--- src/rtl/keypad_scan.sv ---
// 4x4 matrix keypad scanner: column drive, row sync, ghost rejection, debounce.
// Optional hex-entry shift register enabled by KEYPAD_HEX_ENTRY_EN.
module keypad_scan #(
    parameter int SCAN_DIV       = 131072,
    parameter int DEBOUNCE_SCANS = 4
) (
    input  logic        clk,
    input  logic        reset,
    output logic [3:0]  col,
    input  logic [3:0]  row,
    output logic [3:0]  key_code,
    output logic        key_valid,
    output logic        key_held,
    output logic [15:0] entry
);

    localparam int DW = (SCAN_DIV > 1) ? $clog2(SCAN_DIV) : 1;
    localparam int CW = $clog2(DEBOUNCE_SCANS + 1);
    localparam logic [DW-1:0] DIV_LAST = DW'(SCAN_DIV - 1);
    localparam logic [CW-1:0] DB_MAX   = CW'(DEBOUNCE_SCANS);

    typedef enum logic {
        IDLE,
        PRESSED
    } state_t;

    state_t        state_q, state_d;
    logic [3:0]    row_s1, row_s2;
    logic [DW-1:0] div_q;
    logic [1:0]    idx_q;
    logic [3:0]    col_q;
    logic [1:0]    acc_n_q;
    logic [3:0]    acc_code_q;
    logic [4:0]    prev_q;
    logic [CW-1:0] stable_q, stable_d;
    logic [3:0]    code_q, code_d;
    logic          valid_q, valid_d;
    logic          held_q, held_d;

    logic          sample, scan_end;
    logic [2:0]    zeros;
    logic [1:0]    hit_row;
    logic [2:0]    n_sum;
    logic [1:0]    tot_n;
    logic [3:0]    tot_code;
    logic [4:0]    result;

    function automatic logic [3:0] keymap(input logic [1:0] r,
                                          input logic [1:0] c);
        logic [3:0] k;
        k = 4'h0;
        unique case ({r, c})
            4'h0: k = 4'h1;
            4'h1: k = 4'h2;
            4'h2: k = 4'h3;
            4'h3: k = 4'hA;
            4'h4: k = 4'h4;
            4'h5: k = 4'h5;
            4'h6: k = 4'h6;
            4'h7: k = 4'hB;
            4'h8: k = 4'h7;
            4'h9: k = 4'h8;
            4'hA: k = 4'h9;
            4'hB: k = 4'hC;
            4'hC: k = 4'h0;
            4'hD: k = 4'hF;
            4'hE: k = 4'hE;
            4'hF: k = 4'hD;
            default: k = 4'h0;
        endcase
        return k;
    endfunction

    assign sample   = (div_q == DIV_LAST);
    assign scan_end = sample && (idx_q == 2'd3);

    always_comb begin
        zeros   = 3'd0;
        hit_row = 2'd0;
        for (int r = 0; r < 4; r++) begin
            if (!row_s2[r]) begin
                zeros   = zeros + 3'd1;
                hit_row = 2'(r);
            end
        end
    end

    // Running press count saturates at 2: anything above one key is NONE.
    always_comb begin
        n_sum    = {1'b0, acc_n_q} + zeros;
        tot_n    = (n_sum >= 3'd2) ? 2'd2 : n_sum[1:0];
        tot_code = (zeros == 3'd1) ? keymap(hit_row, idx_q) : acc_code_q;
        result   = (tot_n == 2'd1) ? {1'b1, tot_code} : 5'd0;
        stable_d = CW'(1);
        if (result == prev_q) begin
            stable_d = (stable_q == DB_MAX) ? stable_q : stable_q + CW'(1);
        end
    end

    always_comb begin
        state_d = state_q;
        code_d  = code_q;
        valid_d = 1'b0;
        held_d  = held_q;
        if (scan_end && stable_d == DB_MAX) begin
            unique case (state_q)
                IDLE: begin
                    if (result[4]) begin
                        code_d  = result[3:0];
                        valid_d = 1'b1;
                        held_d  = 1'b1;
                        state_d = PRESSED;
                    end
                end
                PRESSED: begin
                    if (!result[4]) begin
                        held_d  = 1'b0;
                        state_d = IDLE;
                    end else if (result[3:0] != code_q) begin
                        code_d  = result[3:0];
                        valid_d = 1'b1;
                    end
                end
                default: state_d = IDLE;
            endcase
        end
    end

    always_ff @(posedge clk) begin
        if (reset) begin
            row_s1     <= 4'hF;
            row_s2     <= 4'hF;
            div_q      <= '0;
            idx_q      <= 2'd0;
            col_q      <= 4'b1110;
            acc_n_q    <= 2'd0;
            acc_code_q <= 4'h0;
            prev_q     <= 5'd0;
            stable_q   <= '0;
            state_q    <= IDLE;
            code_q     <= 4'h0;
            valid_q    <= 1'b0;
            held_q     <= 1'b0;
        end else begin
            row_s1  <= row;
            row_s2  <= row_s1;
            state_q <= state_d;
            code_q  <= code_d;
            valid_q <= valid_d;
            held_q  <= held_d;
            if (sample) begin
                div_q <= '0;
                idx_q <= idx_q + 2'd1;
                col_q <= ~(4'b0001 << (idx_q + 2'd1));
                if (scan_end) begin
                    acc_n_q    <= 2'd0;
                    acc_code_q <= 4'h0;
                    prev_q     <= result;
                    stable_q   <= stable_d;
                end else begin
                    acc_n_q    <= tot_n;
                    acc_code_q <= tot_code;
                end
            end else begin
                div_q <= div_q + DW'(1);
            end
        end
    end

    assign col       = col_q;
    assign key_code  = code_q;
    assign key_valid = valid_q;
    assign key_held  = held_q;

`ifdef KEYPAD_HEX_ENTRY_EN
    logic [15:0] entry_q;

    always_ff @(posedge clk) begin
        if (reset) begin
            entry_q <= 16'h0000;
        end else if (valid_d) begin
            entry_q <= {entry_q[11:0], code_d};
        end
    end

    assign entry = entry_q;
`else
    assign entry = 16'h0000;
`endif

endmodule

--- config.mk ---
export PLATFORM = sky130hd
export DESIGN_NAME = keypad_scan
export DESIGN_NICKNAME = d
export VERILOG_FILES = /design/src/rtl/keypad_scan.sv
export SDC_FILE = /design/constraint.sdc
export NUM_CORES = 1
export LEC_CHECK = 0
export ABC_CLOCK_PERIOD_IN_PS = 5300
export BUFFER_PORTS_ARGS = -buffer_cell sky130_fd_sc_hd__buf_2
export CORE_MARGIN = 4
export CORE_UTILIZATION = 37
export DETAILED_ROUTE_END_ITERATION = 6
export PLACE_DENSITY = 0.5
export SLEW_MARGIN = 30
export SYNTH_ARGS = -nofsm -noshare
export SYNTH_HDL_FRONTEND = slang
export SYNTH_SLANG_ARGS = --single-unit
--- constraint.sdc ---
create_clock -name clk -period 5.3 [get_ports clk]
set_input_delay 1.325 -clock clk [delete_from_list [all_inputs] [get_ports clk]]
set_output_delay 1.325 -clock clk [all_outputs]
set_load 0.01 [all_outputs]
=== After elaboration in Yosys (flattened, before gate mapping) ===
Memories as Yosys holds them, arrays and structs flattened.
Index checks and enable logic that the tools add are counted.

* Add/subtract/negate cells: 7
* $lt $le $gt $ge: 1
* Equality and inequality tests: 12
* Shift operators: 1
* Mux-type cells: 25
* Bitwise logic cells: 3
* Reductions and logical operators: 7

{| class="wikitable"
|+ Operator list
! kind !! number
|-
| 2-to-1 mux 4 bit || 5
|-
| adder 17 x 1 -> 17 bit, second input constant || 1
|-
| == test 17 bit, second input constant || 1
|-
| 2-to-1 mux 3 bit || 5
|-
| adder 3 x 1 -> 3 bit, second input constant || 4
|-
| 2-to-1 mux 2 bit || 4
|-
| one-hot mux 4 bit (2 select lines) || 1
|-
| 2-to-1 mux 1 bit || 7
|-
| == test 3 bit, second input constant || 2
|-
| == test 5 bit || 1
|-
| 2-to-1 mux 5 bit || 1
|-
| inequality test 2 x 1 -> 1 bit, second input constant || 2
|-
| inequality test 2 bit, second input constant || 2
|-
| inequality test 4 bit || 1
|-
| NOT 4 bit || 1
|-
| one-hot mux 1 bit (2 select lines) || 2
|-
| AND reduction 4 bit || 1
|-
| OR reduction 2 bit || 2
|-
| left shift 1 x 2 -> 4 bit, first input constant || 1
|-
| adder 2 x 3 -> 3 bit || 1
|-
| == test 3 x 1 -> 1 bit, second input constant || 1
|-
| greater-or-equal comparator 3 x 2 -> 1 bit, second input constant || 1
|-
| AND reduction 3 bit || 1
|-
| adder 2 x 1 -> 2 bit, second input constant || 1
|-
| other kinds (5) || 7
|}

* Register bits after elaboration: 52
* Memory bits (read-only): 64
* Input port bits: 6
* Output and inout bits: 26
* Word-level logic and storage cells: 70
* Memories: 1

{| class="wikitable"
|+ Memories
! name !! depth !! bits a word !! rd ports !! clocked after Yosys merged registers in !! wr ports !! RTL line !! RTL
|-
| (name not given) || 16 || 4 || 1 || 0 || 0 || 52 || <nowiki>unique case ({r, c})</nowiki>
|}

=== Longest topological paths before layout ===
Gate-level depths: netlist of the first run.

* Word-level depth: 18
* Gate-level depth with buffers: 17
* Depth with buffers taken out: 16

=== Least setup slack after synthesis of the first run ===
OpenSTA, ideal clock, no wires.

* Kind: register to register
* Start: register row_s2[1]
* End: register code_q[0] (netlist: key_code[0])
* Library setup time: 70 ps
* Data arrival time: 3976 ps
* Required time: 5230 ps
* Slack: 1254 ps
* Cell stages (with the launch flop): 17
* Buffers on the path: 1
* Clock period less this slack: 4046 ps
* Cells stage by stage: dfxtp_1 > inv_1 > ha_1 > xnor2_2 > ha_1 > or2_1 > o21a_1 > fa_1 > xor3_1 > and2_1 > buf_2 > inv_4 > o31a_1 > o2111ai_1 > o31ai_2 > or3_1 > a21oi_1

* Cells in the longest elaborated chain, start to end: 15
* Elaborated cells on any way between the ends: 29
* Those cells by class: 3 x add/sub; 1 x order compare; 8 x eq/ne; 14 x mux; 2 x reduce/logical; 1 x memory

{| class="wikitable"
|+ RTL lines
! what !! RTL line !! RTL
|-
| start: declaration || 28 || <nowiki>logic [3:0] row_s1, row_s2;</nowiki>
|-
| start signal: assignment || 146 || <nowiki>row_s2 <= row_s1;</nowiki>
|-
| 2-to-1 mux 3 bit || 81 || <nowiki>if (!row_s2[r]) begin</nowiki>
|-
| adder 3 x 1 -> 3 bit || 82 || <nowiki>zeros = zeros + 3'd1;</nowiki>
|-
| 2-to-1 mux 3 bit || 81 ||
|-
| adder 3 x 1 -> 3 bit || 82 ||
|-
| 2-to-1 mux 3 bit || 81 ||
|-
| adder 2 x 3 -> 3 bit || 90 || <nowiki>n_sum = {1'b0, acc_n_q} + zeros;</nowiki>
|-
| greater-or-equal comparator 3 x 2 -> 1 bit || 91 || <nowiki>tot_n = (n_sum >= 3'd2) ? 2'd2 : n_sum[1:0];</nowiki>
|-
| 2-to-1 mux 2 bit || 91 ||
|-
| == test 2 x 1 -> 1 bit || 93 || <nowiki>result = (tot_n == 2'd1) ? {1'b1, tot_code} : 5'd0;</nowiki>
|-
| 2-to-1 mux 5 bit * || 93 ||
|-
| == test 5 bit || 95 || <nowiki>if (result == prev_q) begin</nowiki>
|-
| 2-to-1 mux 3 bit || 95 ||
|-
| == test 3 bit || 105 || <nowiki>if (scan_end && stable_d == DB_MAX) begin</nowiki>
|-
| logical AND 1 bit || 105 ||
|-
| AND reduction 4 bit (no line) || - ||
|-
| end signal: assignment || 148 || <nowiki>code_q <= code_d;</nowiki>
|-
| end: declaration || 36 || <nowiki>logic [3:0] code_q, code_d;</nowiki>
|}

Every way passes the cells marked *; elsewhere a longest branch is shown, timed or not. The select of a mux whose other input is x is not followed.
A chain may end at the register's enable or synchronous reset.

=== Final worst setup path of the first run ===
Ends and elaborated chain as after synthesis.

==> results.json, run 1 <==
{
  "drt_pass1_iterations": 4,
  "leakagePower_nw": 1.29,
  "fp-row-count": 32,
  "grtUsageTotal": 0.131,
  "place_area_um2": 3140,
  "cts.clk_slew.worst_paths_ns": 0.10,
  "fin_area_um2": 3230,
  "wl_per_cell_um": 13.6,
  "numClockSinks": 52,
  "die-area_um2": 9790,
  "routed_wl_um": 6360,
  "fin_worst_skew_ns": 0.00689,
  "grt_pass1_wl_um": 10700,
  "syn-cell-area_um2": 3060,
  "grt_max_degree": 38,
  "grt_pass1_vias": 2280,
  "seq_area_frac_synth": 0.340,
  "worstSetupPathType": "reg2reg",
  "root_buffer": "clkbuf_8",
  "ctsLongestPathBuffers": 2,
  "whs_ns": 0.416,
  "post-route-drc-count": 0,
  "antenna_found_initial": 0,
  "worstMarginPinSlew_ns": 0.668,
  "fillers": 826,
  "power_density_nw_per_um2": 221,
  "stdcell_count": 468,
  "cp_num_buf_inv": 2,
  "h-tree-depth": 2,
  "cp_cell_sequence": "inv_1 > ha_1 > xnor2_2 > ha_1 > or2_1 > o21a_1 > fa_1 > xor3_1 > and2_1 > inv_4 > a221oi_1 > o2111ai_1 > o31ai_2 > or3_1 > a21oi_1",
  "ys_ff_latch": 52,
  "post-dp-hpwl_um": 4610,
  "postCtsHoldBufs": 0,
  "clock_latency_ns": 0.31,
  "pre_cts_ws_ns": 0.836,
  "slew_headroom": 0.554,
  "cp_top_family": "compound AO/OA/AOI/OAI gates",
  "dieWidth_um": 98.9,
  "synth_ff_type": "dfxtp_1",
  "cp_num_cells": 15,
  "multi_input_area_um2": 1830,
  "layout_setup_ws_ns": 0.821,
  "vias_per_cell": 5.15,
  "cap_viol_max_count": 0,
  "antenna_left": 0,
  "die_h_um": 98.9,
  "crit_path_end_kind": "flip-flop",
  "hold_depth": 1,
  "finalSetupViolations": 0,
  "final_core_util": 0.410,
  "ff2ff_path_depth": 15,
  "post-place-cells": 460,
  "path_common_cell": "ha_1",
  "period_share": 0.845,
  "timing.final.max_slew_violations": 0,
  "vias": 2412,
  "place_congestion": 0.842,
  "critPathArrivalTime_ns": 4.65,
  "period_needed_ns": 4.48,
  "critPathMaxFanout": 10,
  "area.growth.synth_to_final_pct": 5.60,
  "initial_core_util": 0.388,
  "core_area_um2": 7890,
  "layout-drive-gt1-share": 0.128,
  "layout_common_cells": "52 x dfxtp_1, 39 x nor2_1, 28 x nand2_1",
  "ys_warn_count": 0,
  "start_kind": "flip-flop",
  "status": "finished clean",
  "max_freq_mhz": 223,
  "portBuffers": 15,
  "final-hold-violation-count": 0,
  "post_cts_buffers": 0,
  "postCtsResizedCells": 0,
  "p_total_mw": 0.714,
  "cp_slowest_cell": "fa_1",
  "synth_edf_count": 0,
  "fin_tns_setup_ns": 0,
  "max_stage_delay_ns": 0.49,
  "peakVddDrop_mv": 0.104,
  "cts_tree": "built",
  "numCtsBuffers": 5,
  "cp.required_ns": 5.47,
  "seqCellArea_um2": 1040,
  "drt_iter0_markers": 78,
  "async_reset_ff_frac": 0,
  "hp-class": "reg2reg",
  "ios": 32,
  "num_antenna_cells": 0,
  "grt_overflow_total": 0,
  "rsz0062_at_grt": "no",
  "synth_cells": 356,
  "layout_commonest_cell": "dfxtp_1",
  "synth.distinct_cells": 70,
  "layout.nets": 387,
  "avgSynthCellArea_um2": 8.60
}
where the power goes:
part	total, mW	internal (mW)	leakage, nW	switching (mW)
clock	0.235	0.0942	0.0445	0.141
combinational	0.0797	0.0277	0.826	0.0520
sequential	0.399	0.395	0.421	0.00363
total	0.714	0.517	1.29	0.197
cell type report:
cell class	count	area share
clock buffers	5	0.0213
multi-input cells	275	0.567
repair buffers	16	0.0256
flip-flops and latches	52	0.322
inverters	15	0.0182
clock inverters	3	0.00658
well taps	102	0.0395
synth_stat cells (4+ instances only):
cell type / n / area share
dfxtp_1: 52 / 0.34
and2_1: 8 / 0.016
xor2_1: 12 / 0.034
nand3_1: 13 / 0.021
nand2b_1: 6 / 0.012
a32oi_1: 4 / 0.011
a21oi_1: 24 / 0.039
or2_2: 9 / 0.018
clkbuf_1: 10 / 0.012
nor2b_1: 6 / 0.012
mux2i_1: 4 / 0.013
ha_1: 15 / 0.061
buf_4: 16 / 0.039
o21ai_0: 15 / 0.025
inv_1: 14 / 0.017
nand2_1: 28 / 0.034
and3_1: 5 / 0.010
nor2_1: 39 / 0.048
xnor2_1: 5 / 0.014
worst paths after layout:
kind / startpoint / end / slack (ns)
setup / recovery: row_s2[1] / key_code[0] / 0.82
hold / removal: row_s1[2] / row_s2[2] / 0.42
setup reg to reg: row_s2[1] / key_code[0] / 0.82
hold reg to reg: row_s1[2] / row_s2[2] / 0.42
cells by family after synthesis:
logic type      synth area share
simple gates               0.244
compound gates             0.187
flops                      0.340
buf+inv                   0.0797
xor+xnor                  0.0670
fa+ha+maj                 0.0679
mux                       0.0131
other cells              0.00123
layer usage:
layer	GRT usage	up-vias	wire [um]	part of all wire
li1	-	1233	-	-
met1	0.177	1114	3150	0.49
met2	0.215	63	2890	0.45
met3	0.0226	2	282	0.044
met4	0.0389	0	36	0.0057
met5	0	-	0	0
sequential cells by signal, summed over array words and instances, names as in the netlist:
register and count:
acc_code_q 4, acc_n_q 2, col 4, div_q 17, idx_q 2, key_code 4
key_held 1, key_valid 1, prev_q 5, row_s1 4, row_s2 4, stable_q 3
state_q 1
(Power assumes the default switching activity.)
==> inputs of run 2 (changes only) <==
- ABC_CLOCK_PERIOD_IN_PS: 5300 -> 4380
- clock period: 5.3 -> 4.38 ns (I/O delays scaled with it)
==> results.json, run 2 (synthesis gave the netlist of run 1 again) <==
{
  "cp_slowest_cell": "fa_1",
  "cts.clk_slew.worst_paths_ns": 0.10,
  "antenna_left": 0,
  "portBuffers": 15,
  "pre_cts_ws_ns": 0.209,
  "leakagePower_nw": 1.31,
  "area.growth.synth_to_final_pct": 7.44,
  "critPathMaxFanout": 9,
  "routed_wl_um": 6260,
  "dieWidth_um": 98.9,
  "cap_viol_max_count": 0,
  "max_stage_delay_ns": 0.47,
  "fin_area_um2": 3290,
  "ctsLongestPathBuffers": 2,
  "num_antenna_cells": 0,
  "drt_pass1_iterations": 5,
  "fin_worst_skew_ns": 0.00968,
  "core_area_um2": 7890,
  "wl_met3_um": 272,
  "die_h_um": 98.9,
  "p_sw_mw": 0.241,
  "largest_reg_flops": 17,
  "path_common_cell": "ha_1",
  "postCtsHoldBufs": 0,
  "period_needed_ns": 4.07,
  "layout-drive-gt1-share": 0.144,
  "vias": 2404,
  "place_area_um2": 3160,
  "top_register": "div_q",
  "hp-class": "reg2reg",
  "drt_iter0_markers": 82,
  "grt_pass1_wl_um": 10400,
  "clock_latency_ns": 0.31,
  "numClockSinks": 52,
  "layout_commonest_cell": "dfxtp_1",
  "wl_met2_um": 2750,
  "p_clk_frac": 0.327,
  "power_density_nw_per_um2": 266,
  "ios": 32,
  "grtUsageTotal": 0.129,
  "stdcell_count": 471,
  "vias_per_cell": 5.10,
  "critPathArrivalTime_ns": 4.31,
  "grt_overflow_total": 0,
  "cts_tree": "built",
  "grt_pass1_vias": 2180,
  "timing.final.max_slew_violations": 0,
  "p_seq_frac": 0.553,
  "top_regs": "div_q x17, prev_q x5",
  "max_freq_mhz": 246,
  "crit_path_end_kind": "flip-flop",
  "top_layer": "met4",
  "grt_max_degree": 38,
  "finalSetupViolations": 0,
  "whs_ns": 0.416,
  "root_buffer": "clkbuf_8",
  "slew_headroom": 0.573,
  "layout.nets": 390,
  "p_int_mw": 0.632,
  "numCtsBuffers": 5,
  "h-tree-depth": 2,
  "post-dp-hpwl_um": 4580,
  "worstMarginPinSlew_ns": 0.641,
  "cp.required_ns": 4.63,
  "post-place-cells": 463,
  "place_congestion": 0.788,
  "start_kind": "flip-flop",
  "swShare": 0.277,
  "cp_cell_sequence": "inv_1 > ha_1 > xnor2_4 > ha_1 > or2_1 > o21a_1 > fa_1 > nor2b_1 > nor4b_4 > and2_1 > o311a_2 > o2111ai_4 > or3_1 > a21oi_1",
  "peakVddDrop_mv": 0.107,
  "period_share": 0.928,
  "power_frac_comb": 0.121,
  "wl_per_cell_um": 13.3,
  "post-route-drc-count": 0,
  "post_cts_buffers": 0,
  "worstSetupPathType": "reg2reg",
  "layout_common_cells": "52 x dfxtp_1, 39 x nor2_1, 28 x nand2_1",
  "antenna_found_initial": 0,
  "initial_core_util": 0.388,
  "fp-row-count": 32,
  "layout_setup_ws_ns": 0.315,
  "wl_met1_um": 3180,
  "die-area_um2": 9790,
  "final-hold-violation-count": 0,
  "status": "finished clean"
}
[run 2: cell count changes in the layout (fill, tap and decap cells not counted), sizes merged]
cell / delta
buf: +3
[run 2: worst max-delay path, delay by kind of cell, from the launching register on]
family	cells	cell delay, ns
adder cells (fa/ha/maj)	3	1.12
AND/OR/NAND/NOR	5	1.53
buffers and inverters	1	0.06
XOR/XNOR	1	0.24
flip-flops	1	0.39
AO/OA/AOI/OAI	4	0.67
[run 2: repair_timing]
item                       in CTS  in global routing
hold endpoints to repair        0                  0
setup endpoints to repair       0                  5
resized for setup               0                  5
[run 2: power groups by stage]
stage | combinational, mW | clock (mW) | sequential (mW)
2_1_floorplan | 0.0918 | 0 | 0.491
6_report | 0.105 | 0.285 | 0.483
4_1_cts | 0.101 | 0.299 | 0.483
3_3_place_gp | 0.0997 | 0 | 0.493
5_1_grt | 0.117 | 0.312 | 0.484
3_5_place_dp | 0.100 | 0 | 0.494
[run 2: cell type report]
type / count / area [um2]
sequential: 52 / 1040
clock buffer: 5 / 68.8
timing repair buffer: 19 / 105
tap: 102 / 128
clock inverter: 3 / 21.3
fill: 805 / 4600
inverter: 15 / 58.8
multi-input combinational: 275 / 1870
[run 2: routing by layer]
metal | vias up | GRT usage
met3 | 7 | 0.0248
met4 | 0 | 0.0326
met2 | 48 | 0.197
met5 | - | 0
li1 | 1242 | -
met1 | 1107 | 0.185
[run 2: final timing paths]
path                            startpoint  slack (ns)  depth (start not counted)     endpoint
worst max-delay path             row_s2[1]        0.31                         14  key_code[0]
worst min-delay path             row_s1[2]        0.42                          1    row_s2[2]
worst max register to register   row_s2[1]        0.31                         14  key_code[0]
worst min register to register   row_s1[2]        0.42                          1    row_s2[2]
[run 2: stage by stage]
stage / setup TNS, ns / util / power [mW]
5_1_grt: -0.0184 / 0.417 / 0.913
4_1_cts: 0 / 0.413 / 0.882
3_5_place_dp: 0 / 0.401 / 0.594
2_1_floorplan: 0 / - / 0.583
6_report: 0 / 0.417 / 0.873
3_3_place_gp: 0 / 0.401 / 0.593
